==> src/rtl/servant_arbiter_if.sv <==
// rtl/servant_arbiter_if.sv - two-master / one-slave RAM port bundle for servant_arbiter
// master: arbiter side (takes requests, drives the shared slave); slave: environment side.
interface servant_arbiter_if #(
    parameter int AW = 11
);
    logic [AW-1:0] i_m0_adr;
    logic [31:0]   i_m0_dat;
    logic [3:0]    i_m0_sel;
    logic          i_m0_we;
    logic          i_m0_cyc;
    logic [31:0]   o_m0_rdt;
    logic          o_m0_ack;
    logic          o_m0_err;

    logic [AW-1:0] i_m1_adr;
    logic [31:0]   i_m1_dat;
    logic [3:0]    i_m1_sel;
    logic          i_m1_we;
    logic          i_m1_cyc;
    logic [31:0]   o_m1_rdt;
    logic          o_m1_ack;
    logic          o_m1_err;

    logic [AW-1:0] o_s_adr;
    logic [31:0]   o_s_dat;
    logic [3:0]    o_s_sel;
    logic          o_s_we;
    logic          o_s_cyc;
    logic [31:0]   i_s_rdt;
    logic          i_s_ack;

    logic [1:0]    o_grant;

    modport master (
        input  i_m0_adr, i_m0_dat, i_m0_sel, i_m0_we, i_m0_cyc,
        input  i_m1_adr, i_m1_dat, i_m1_sel, i_m1_we, i_m1_cyc,
        input  i_s_rdt, i_s_ack,
        output o_m0_rdt, o_m0_ack, o_m0_err,
        output o_m1_rdt, o_m1_ack, o_m1_err,
        output o_s_adr, o_s_dat, o_s_sel, o_s_we, o_s_cyc,
        output o_grant
    );

    modport slave (
        output i_m0_adr, i_m0_dat, i_m0_sel, i_m0_we, i_m0_cyc,
        output i_m1_adr, i_m1_dat, i_m1_sel, i_m1_we, i_m1_cyc,
        output i_s_rdt, i_s_ack,
        input  o_m0_rdt, o_m0_ack, o_m0_err,
        input  o_m1_rdt, o_m1_ack, o_m1_err,
        input  o_s_adr, o_s_dat, o_s_sel, o_s_we, o_s_cyc,
        input  o_grant
    );
endinterface

==> src/rtl/servant_arbiter.sv <==
// rtl/servant_arbiter.sv - round-robin arbiter of two masters onto one RAM port with ack timeout
// A grant holds until slave ack, master abort or timeout; every grant is followed by one IDLE cycle.
module servant_arbiter #(
    parameter int AW      = 11,
    parameter int TIMEOUT = 255
) (
    input  logic              i_clk,
    input  logic              i_rst_n,
    servant_arbiter_if.master bus
);
    typedef enum logic [1:0] {IDLE = 2'd0, BUS0 = 2'd1, BUS1 = 2'd2} state_t;

    localparam logic [15:0] TIMEOUT_CNT = 16'(TIMEOUT);

    state_t      state_q, state_d;
    logic [1:0]  grant_q, grant_d;
    logic        last_q, last_d;
    logic [15:0] cnt_q, cnt_d;

    logic        cur_cyc;
    logic        timeout_hit;
    logic        done_ack;
    logic        done_err;
    logic [AW-1:0] adr_mux;

    always_ff @(posedge i_clk or negedge i_rst_n) begin
        if (!i_rst_n) begin
            state_q <= IDLE;
            grant_q <= 2'b00;
            last_q  <= 1'b1;
            cnt_q   <= 16'd0;
        end else begin
            state_q <= state_d;
            grant_q <= grant_d;
            last_q  <= last_d;
            cnt_q   <= cnt_d;
        end
    end

    // An abort (cyc low) suppresses both ack and err; an ack beats a coincident timeout.
    always_comb begin
        cur_cyc = 1'b0;
        if (state_q == BUS0) cur_cyc = bus.i_m0_cyc;
        if (state_q == BUS1) cur_cyc = bus.i_m1_cyc;
        timeout_hit = (cnt_q == TIMEOUT_CNT);
        done_ack    = cur_cyc && bus.i_s_ack;
        done_err    = cur_cyc && !bus.i_s_ack && timeout_hit;
    end

    always_comb begin
        state_d = state_q;
        grant_d = grant_q;
        last_d  = last_q;
        cnt_d   = cnt_q;
        case (state_q)
            IDLE: begin
                if (bus.i_m0_cyc && (!bus.i_m1_cyc || last_q)) begin
                    state_d = BUS0;
                    grant_d = 2'b01;
                    last_d  = 1'b0;
                    cnt_d   = 16'd0;
                end else if (bus.i_m1_cyc) begin
                    state_d = BUS1;
                    grant_d = 2'b10;
                    last_d  = 1'b1;
                    cnt_d   = 16'd0;
                end
            end
            BUS0, BUS1: begin
                if (!cur_cyc || bus.i_s_ack || timeout_hit) begin
                    state_d = IDLE;
                    grant_d = 2'b00;
                end else begin
                    cnt_d = cnt_q + 16'd1;
                end
            end
            default: begin
                state_d = IDLE;
                grant_d = 2'b00;
            end
        endcase
    end

    always_comb begin
        adr_mux      = '0;
        bus.o_s_dat  = 32'd0;
        bus.o_s_sel  = 4'd0;
        bus.o_s_we   = 1'b0;
        bus.o_s_cyc  = 1'b0;
        bus.o_m0_rdt = 32'd0;
        bus.o_m0_ack = 1'b0;
        bus.o_m0_err = 1'b0;
        bus.o_m1_rdt = 32'd0;
        bus.o_m1_ack = 1'b0;
        bus.o_m1_err = 1'b0;
        case (state_q)
            BUS0: begin
                adr_mux      = bus.i_m0_adr;
                bus.o_s_dat  = bus.i_m0_dat;
                bus.o_s_sel  = bus.i_m0_sel;
                bus.o_s_we   = bus.i_m0_we;
                bus.o_s_cyc  = bus.i_m0_cyc && !timeout_hit;
                bus.o_m0_rdt = bus.i_s_rdt;
                bus.o_m0_ack = done_ack;
                bus.o_m0_err = done_err;
            end
            BUS1: begin
                adr_mux      = bus.i_m1_adr;
                bus.o_s_dat  = bus.i_m1_dat;
                bus.o_s_sel  = bus.i_m1_sel;
                bus.o_s_we   = bus.i_m1_we;
                bus.o_s_cyc  = bus.i_m1_cyc && !timeout_hit;
                bus.o_m1_rdt = bus.i_s_rdt;
                bus.o_m1_ack = done_ack;
                bus.o_m1_err = done_err;
            end
            default: ;
        endcase
    end

    assign bus.o_s_adr = adr_mux;
    assign bus.o_grant = grant_q;
endmodule
==> src/flat_wrapper.sv <==
// flat-port wrapper written by rule: the top's interface ports become plain ports
module servant_arbiter_flat 
#(
    parameter int AW      = 11,
    parameter int TIMEOUT = 255
)
  (i_clk, i_rst_n, bus_i_m0_adr, bus_i_m0_dat, bus_i_m0_sel, bus_i_m0_we, bus_i_m0_cyc, bus_i_m1_adr, bus_i_m1_dat, bus_i_m1_sel, bus_i_m1_we, bus_i_m1_cyc, bus_i_s_rdt, bus_i_s_ack, bus_o_m0_rdt, bus_o_m0_ack, bus_o_m0_err, bus_o_m1_rdt, bus_o_m1_ack, bus_o_m1_err, bus_o_s_adr, bus_o_s_dat, bus_o_s_sel, bus_o_s_we, bus_o_s_cyc, bus_o_grant);
  servant_arbiter_if #(.AW(AW)) bus_i ();
  input  logic i_clk;
  input  logic i_rst_n;
  input wire logic [$bits(bus_i.i_m0_adr)-1:0] bus_i_m0_adr;
  input wire logic [$bits(bus_i.i_m0_dat)-1:0] bus_i_m0_dat;
  input wire logic [$bits(bus_i.i_m0_sel)-1:0] bus_i_m0_sel;
  input wire logic [$bits(bus_i.i_m0_we)-1:0] bus_i_m0_we;
  input wire logic [$bits(bus_i.i_m0_cyc)-1:0] bus_i_m0_cyc;
  input wire logic [$bits(bus_i.i_m1_adr)-1:0] bus_i_m1_adr;
  input wire logic [$bits(bus_i.i_m1_dat)-1:0] bus_i_m1_dat;
  input wire logic [$bits(bus_i.i_m1_sel)-1:0] bus_i_m1_sel;
  input wire logic [$bits(bus_i.i_m1_we)-1:0] bus_i_m1_we;
  input wire logic [$bits(bus_i.i_m1_cyc)-1:0] bus_i_m1_cyc;
  input wire logic [$bits(bus_i.i_s_rdt)-1:0] bus_i_s_rdt;
  input wire logic [$bits(bus_i.i_s_ack)-1:0] bus_i_s_ack;
  output wire logic [$bits(bus_i.o_m0_rdt)-1:0] bus_o_m0_rdt;
  output wire logic [$bits(bus_i.o_m0_ack)-1:0] bus_o_m0_ack;
  output wire logic [$bits(bus_i.o_m0_err)-1:0] bus_o_m0_err;
  output wire logic [$bits(bus_i.o_m1_rdt)-1:0] bus_o_m1_rdt;
  output wire logic [$bits(bus_i.o_m1_ack)-1:0] bus_o_m1_ack;
  output wire logic [$bits(bus_i.o_m1_err)-1:0] bus_o_m1_err;
  output wire logic [$bits(bus_i.o_s_adr)-1:0] bus_o_s_adr;
  output wire logic [$bits(bus_i.o_s_dat)-1:0] bus_o_s_dat;
  output wire logic [$bits(bus_i.o_s_sel)-1:0] bus_o_s_sel;
  output wire logic [$bits(bus_i.o_s_we)-1:0] bus_o_s_we;
  output wire logic [$bits(bus_i.o_s_cyc)-1:0] bus_o_s_cyc;
  output wire logic [$bits(bus_i.o_grant)-1:0] bus_o_grant;
  assign bus_i.i_m0_adr = bus_i_m0_adr;
  assign bus_i.i_m0_dat = bus_i_m0_dat;
  assign bus_i.i_m0_sel = bus_i_m0_sel;
  assign bus_i.i_m0_we = bus_i_m0_we;
  assign bus_i.i_m0_cyc = bus_i_m0_cyc;
  assign bus_i.i_m1_adr = bus_i_m1_adr;
  assign bus_i.i_m1_dat = bus_i_m1_dat;
  assign bus_i.i_m1_sel = bus_i_m1_sel;
  assign bus_i.i_m1_we = bus_i_m1_we;
  assign bus_i.i_m1_cyc = bus_i_m1_cyc;
  assign bus_i.i_s_rdt = bus_i_s_rdt;
  assign bus_i.i_s_ack = bus_i_s_ack;
  assign bus_o_m0_rdt = bus_i.o_m0_rdt;
  assign bus_o_m0_ack = bus_i.o_m0_ack;
  assign bus_o_m0_err = bus_i.o_m0_err;
  assign bus_o_m1_rdt = bus_i.o_m1_rdt;
  assign bus_o_m1_ack = bus_i.o_m1_ack;
  assign bus_o_m1_err = bus_i.o_m1_err;
  assign bus_o_s_adr = bus_i.o_s_adr;
  assign bus_o_s_dat = bus_i.o_s_dat;
  assign bus_o_s_sel = bus_i.o_s_sel;
  assign bus_o_s_we = bus_i.o_s_we;
  assign bus_o_s_cyc = bus_i.o_s_cyc;
  assign bus_o_grant = bus_i.o_grant;
  servant_arbiter #(.AW(AW), .TIMEOUT(TIMEOUT)) u_core (.i_clk(i_clk), .i_rst_n(i_rst_n), .bus(bus_i));
endmodule
==> config.mk <==
export PLATFORM = sky130hd
export DESIGN_NAME = servant_arbiter_flat
export DESIGN_NICKNAME = d
export VERILOG_FILES = /design/src/rtl/servant_arbiter_if.sv /design/src/rtl/servant_arbiter.sv /design/src/flat_wrapper.sv
export SDC_FILE = /design/constraint.sdc
export NUM_CORES = 1
export LEC_CHECK = 0
export ABC_AREA = 1
export CAP_MARGIN = 5
export CORE_MARGIN = 5
export CORE_UTILIZATION = 34
export CTS_BUF_LIST = sky130_fd_sc_hd__clkbuf_4
export DETAILED_ROUTE_END_ITERATION = 10
export PLACE_DENSITY = 0.87
export SKIP_CTS_REPAIR_TIMING = 1
export SLEW_MARGIN = 25
export SYNTH_ARGS = -nofsm -noshare
export SYNTH_HDL_FRONTEND = slang
export SYNTH_SLANG_ARGS = --single-unit
==> constraint.sdc <==
create_clock -name i_clk -period 4.65 [get_ports i_clk]
set_clock_uncertainty 0.2 [all_clocks]
set_input_delay 1.395 -clock i_clk [delete_from_list [all_inputs] [get_ports i_clk]]
set_output_delay 1.395 -clock i_clk [all_outputs]
set_load 0.01 [all_outputs]
# Yosys cells after proc, flatten, opt, wreduce, memory -nomap -nowiden
# Index checks and enable logic that the tools add are counted.
[classes] addsub=1 n_eq_ne=6 mux=23 n_reduce_logical=20
[ops] operator="$mux W32" n=2
[ops] operator="$pmux W32 S2" n=1
[ops] operator="$mux W16" n=3
[ops] operator="$pmux W16 S2" n=1
[ops] operator="$pmux W11 S2" n=1
[ops] operator="$add A16 B1 Y16 const B" n=1
[ops] operator="$eq A16 B8 Y1 const B" n=1
[ops] operator="$mux W1" n=8
[ops] operator="$pmux W4 S2" n=1
[ops] operator="$logic_and A1 B1 Y1" n=6
[ops] operator="$mux W2" n=3
[ops] operator="$logic_not A1 Y1" n=4
[ops] operator="$pmux W1 S2" n=2
[ops] operator="$pmux W2 S2" n=1
[ops] operator="$reduce_and A2 Y1" n=2
[ops] operator="$reduce_bool A2 Y1" n=2
[ops] operator="$logic_or A1 B1 Y1" n=3
[ops] operator="$ne A3 B2 Y1 const B" n=1
[ops] operator="$reduce_and A3 Y1" n=1
[ops] operator="$eq A2 B1 Y1 const B" n=1
[ops] operator="$eq A2 B2 Y1 const B" n=1
[ops] operator="$logic_not A2 Y1" n=1
[ops] operator="$ne A2 B1 Y1 const B" n=1
[ops] operator="$ne A2 B2 Y1 const B" n=1
[ops] operator="$reduce_or A2 Y1" n=1
[word_totals] ff_bits=19 in_bits=133 wordCells=53

# Longest topological paths before layout
# Gate-level depths: netlist (run 1).
[depth] ltp_word=8 ltp_mapped=13 mapped_depth_nobuf=11

# Worst setup path before layout (run 1)
# OpenSTA, ideal clock, no wires.
[synth_timing] path_type="in2out" start="input port bus_i_m0_cyc" end="output port bus_o_m0_err" arrival_time_ns=1.951 setup_slack_ns=1.104 path_stages=6 n_path_buf=0 cell_sequence="nand2_1 > nand2_1 > nand2_1 > nor2_2 > nand2_1 > nor2_1"
[synth_between] elab_chain_len=5
[synth_lines] item="from (decl)" line_no="flat_wrapper.sv:15" text="input wire logic [$bits(bus_i.i_m0_cyc)-1:0] bus_i_m0_cyc;"
[synth_lines] item="$mux W1" line_no="servant_arbiter.sv:43" text="if (state_q == BUS0) cur_cyc = bus.i_m0_cyc;"
[synth_lines] item="$mux W1" line_no="servant_arbiter.sv:44" text="if (state_q == BUS1) cur_cyc = bus.i_m1_cyc;"
[synth_lines] item="$logic_and A1 B1 Y1 (2 in series)" line_no="servant_arbiter.sv:47" text="done_err = cur_cyc && !bus.i_s_ack && timeout_hit;"
[synth_lines] item="$mux W1" line_no="servant_arbiter.sv:96" text="case (state_q)"
[synth_lines] item="to (decl)" line_no="flat_wrapper.sv:25" text="output wire logic [$bits(bus_i.o_m0_err)-1:0] bus_o_m0_err;"
# No other way between the ends.

# Worst setup path in the final report (run 1)
[layout_timing] start="input port bus_i_m0_sel[3]" end="output port bus_o_s_sel[3]"
[layout_between] elab_chain_len=1
[layout_lines] item="from (decl)" line_no="flat_wrapper.sv:13" text="input wire logic [$bits(bus_i.i_m0_sel)-1:0] bus_i_m0_sel;"
[layout_lines] item="$pmux W4 S2" line_no="servant_arbiter.sv:96"
[layout_lines] item="to (decl)" line_no="flat_wrapper.sv:31" text="output wire logic [$bits(bus_i.o_s_sel)-1:0] bus_o_s_sel;"
# No other way between the ends.

==> metrics.md, run 1 <==
| Metric | Value |
|---|---|
| Total Routing Usage GR | 26.8% |
| WP data required | 3.05 ns |
| XOR/XNOR Fraction of Synth Area | 0.338% |
| Final nets | 892 |
| Row count | 31 |
| Most common cell after layout, fill and taps aside | clkdlybuf4s50_1 |
| Reg clk slew, reported paths | 0.11 ns |
| Hold Crit Start | u_core.last_q |
| Slowest stage delay, CP | 0.56 ns |
| Switching share of power | 51.3% |
| Initial Util | 35.3% |
| Die Width | 97.3 um |
| Antenna cells | 0 |
| Synthesized Nets | 654 |
| Inst Count DP | 849 |
| Vias in the first global route | 3840 |
| Fillers | 609 |
| Post-Place Setup Slack | 0.0702 ns |
| DR DRC count | 0 |
| CP max stage cell | clkdlybuf4s50_1 |
| Routed Antenna Nets | 0 |
| Max Cap Viol | 0 |
| Fin cells | 853 |
| Initial antenna violation count | 0 |
| DR iter-0 viols | 283 |
| Mapped Area | 2590 sq um |
| RD Place Congestion | 0.861 |
| Detailed placement HPWL | 11100 um |
| DR pass1 iterations | 5 |
| Sink Count | 19 |
| Final setup fails | 0 |
| First-pass GRT wire length | 20500 um |
| CTS tree | done |
| Total CTS buffers | 3 |
| Routed wire per std cell | 15.7 um |
| Leakage power | 2.53 nW |
| Clock buffer depth | 2 |
| Die span in y | 97.3 um |
| IO Pins | 252 |
| Largest family of logic cells by synthesized area | simple AND/OR/NAND/NOR gates |
| Slew Limit Fails | 0 |
| Critical Path Sink Type | output port |
| Critical Path Source Type | primary input |
| Post-layout util | 71.3% |
| Post-Synth Simple-Gate Area | 48.4% |
| Die Area | 9470 sq um |
| Sw Pwr | 1.06 mW |
| Vias | 4061 |
| Worst-path maximum fanout | 1 |
| Fin. Hold Viols | 0 |
| Maximum vdd drop | 0.418 mV |
| Min Tclk post-route | 4.51 ns |
| Clock Latency Late Sink | 0.31 ns |
| Ratio of cells with drive above 1 in the final layout | 3.58% |
| Share of total power in the clock network | 4.6% |
| Post-synth cell types | 26 |
| Warnings, synthesis | 0 |
| Post-synth EDFFs | 0 |
| Area growth syn-to-layout | 102% |
| Root buf cell | clkbuf_4 |
| Setup ws final | 0.138 ns |
| Synthesized flop and latch total | 19 |
| R2R Path End | u_core.cnt_q[0] |
| Pin count of the biggest net entering global routing | 52 |
| Cells on worst reg2reg path | 9 |
| Worst Path Arrival | 2.92 ns |
| Crit Path Class | in -> out |
| PortBufs | 251 |
| Post-synthesis cell count | 517 |
| Worst min path class | reg -> reg |
| Ys flop type | dfrtp_1 |
| Mux cell area share after synthesis | 0% |
| Core Region | 7330 sq um |
| Setup TNS | 0 ns |
| Peak Freq | 222 MHz |
| Post-Synth Adder-Cell Area | 1.93% |
| Vias per std cell | 4.76 |
| RSZ-0062 raised after global routing | no |
| FFs w/ async S/R, synth | 100% |
| Hold EP | u_core.last_q |
| Cell-internal power | 1.01 mW |
| PD cells | 396 nW/um^2 |
| Seq pwr share | 10.2% |
| H-tree Lvls | 1 |
| Rel. slew slack | 39.8% |
| Outcome | finished clean |
| Worst R2R Start | u_core.state_q[0] |
| Gate power share | 85.1% |
| Reg2reg setup slack | 1.95 ns |
| Synth Area in Compound Gates | 12.9% |
| Post-synthesis average cell area | 5.01 sq um |
| Drt total wl | 13400 um |
| Grt total ovfl | 0 |
| Tot Pwr | 2.07 mW |
| Commonest cells after routing, fill and taps aside | clkdlybuf4s50_1 (248), nand2_1 (238), inv_1 (90), a21oi_1 (55), nor2_1 (32) |
| Fin crit share | 97.0% |
| Worst Hold Depth | 2 |
| Crit-path cells | clkdlybuf4s50_1, nand2_1, a21oi_1, buf_4, clkdlybuf4s50_1 |
| Seq/Total Area, Yosys | 18.4% |
| CP dominant cell by count | clkdlybuf4s50_1 |
| Worst slew pin tran | 0.901 ns |
synthesized netlist by cell type, types with 2 or more instances:
| library cell | number | area [sq um] |
|---|---|---|
| ha_1 | 4 | 50.1 |
| nand4_1 | 2 | 12.5 |
| nor2_1 | 32 | 120 |
| buf_1 | 4 | 15.0 |
| o21ai_0 | 8 | 40.0 |
| o21a_1 | 2 | 15.0 |
| buf_4 | 2 | 15.0 |
| clkbuf_1 | 20 | 75.1 |
| inv_1 | 91 | 342 |
| nor3_1 | 6 | 30.0 |
| a21oi_1 | 55 | 275 |
| nor2_2 | 3 | 18.8 |
| nand2_1 | 238 | 893 |
| nand2_4 | 3 | 33.8 |
| dfrtp_1 | 18 | 450 |
| nand3_1 | 19 | 95.1 |
metrics by stage:
stage / area [sq um] / hold slack (ns)
3_3_place_gp: 5190 / 0.280
3_5_place_dp: 5190 / 0.285
2_1_floorplan: 2590 / 0.253
6_report: 5230 / 0.303
4_1_cts: 5220 / 0.303
5_1_grt: 5230 / 0.337
state kept, by name, indices dropped and copies added (netlist names):
name	flops
u_core.last_q	1
u_core.cnt_q	16
u_core.state_q	2
worst max path at each step:
| stage | slack, ns | to | cells past startpoint | start |
|---|---|---|---|---|
| 3_5_place_dp | 0.07 | bus_o_m1_err | 8 | bus_i_m1_cyc |
| 6_report | 0.14 | bus_o_s_sel[3] | 5 | bus_i_m0_sel[3] |
| 5_1_grt | 0.06 | bus_o_m0_ack | 6 | bus_i_m1_cyc |
| 3_3_place_gp | 0.08 | bus_o_s_sel[3] | 5 | bus_i_m0_sel[3] |
| 4_1_cts | 0.05 | bus_o_m1_err | 8 | bus_i_m1_cyc |
| 2_1_floorplan | 1.10 | bus_o_m0_err | 6 | bus_i_m0_cyc |
cells by family (layout without fill, tap and decap cells):
logic type      after synthesis  after routing
simple gates                308            308
xor+xnor                      1              1
flops                        19             19
fa+ha+maj                     4              4
compound gates               66             66
buf+inv                     119            356
power groups by stage:
stage          Clock, mW  Sequential (mW)  Combinational [mW]
2_1_floorplan          0            0.213               0.874
3_3_place_gp           0            0.212                1.74
3_5_place_dp           0            0.214                1.77
4_1_cts           0.0964            0.211                1.78
5_1_grt            0.105            0.215                1.91
6_report          0.0962            0.212                1.76
per-layer routing:
metal	GRT usage, %	vias to the layer above	part of all wire, %
li1	-	2020	-
met1	31.1	1816	38
met2	48.0	206	49
met3	8.90	19	11
met4	5.11	0	1.7
met5	0	-	0
worst max-delay path, delay by kind of cell:
kind	cells	cell delay (ns)
compound gates	1	0.28
buf+inv	3	1.20
simple gates	1	0.05
cell type report:
class | count | area, sq um | share of cell area, %
timing repair buffer | 260 | 2600 | 49.7
tap | 99 | 124 | 2.37
clock buffer | 4 | 30.0 | 0.574
sequential | 19 | 477 | 9.11
multi-input combinational | 379 | 1650 | 31.6
inverter | 92 | 347 | 6.63
Note: power is estimated with default switching activity, not from simulation.
==> run 2: changes to the inputs <==
--- a/config.mk
+++ b/config.mk
@@ -13,6 +13,7 @@
 export DETAILED_ROUTE_END_ITERATION = 10
 export PLACE_DENSITY = 0.87
 export SKIP_CTS_REPAIR_TIMING = 1
+export SKIP_LAST_GASP = 1
 export SLEW_MARGIN = 25
 export SYNTH_ARGS = -nofsm -noshare
 export SYNTH_HDL_FRONTEND = slang
==> results of run 2 <==
No change in the layout: final DEF, timing and power equal those of run 1.
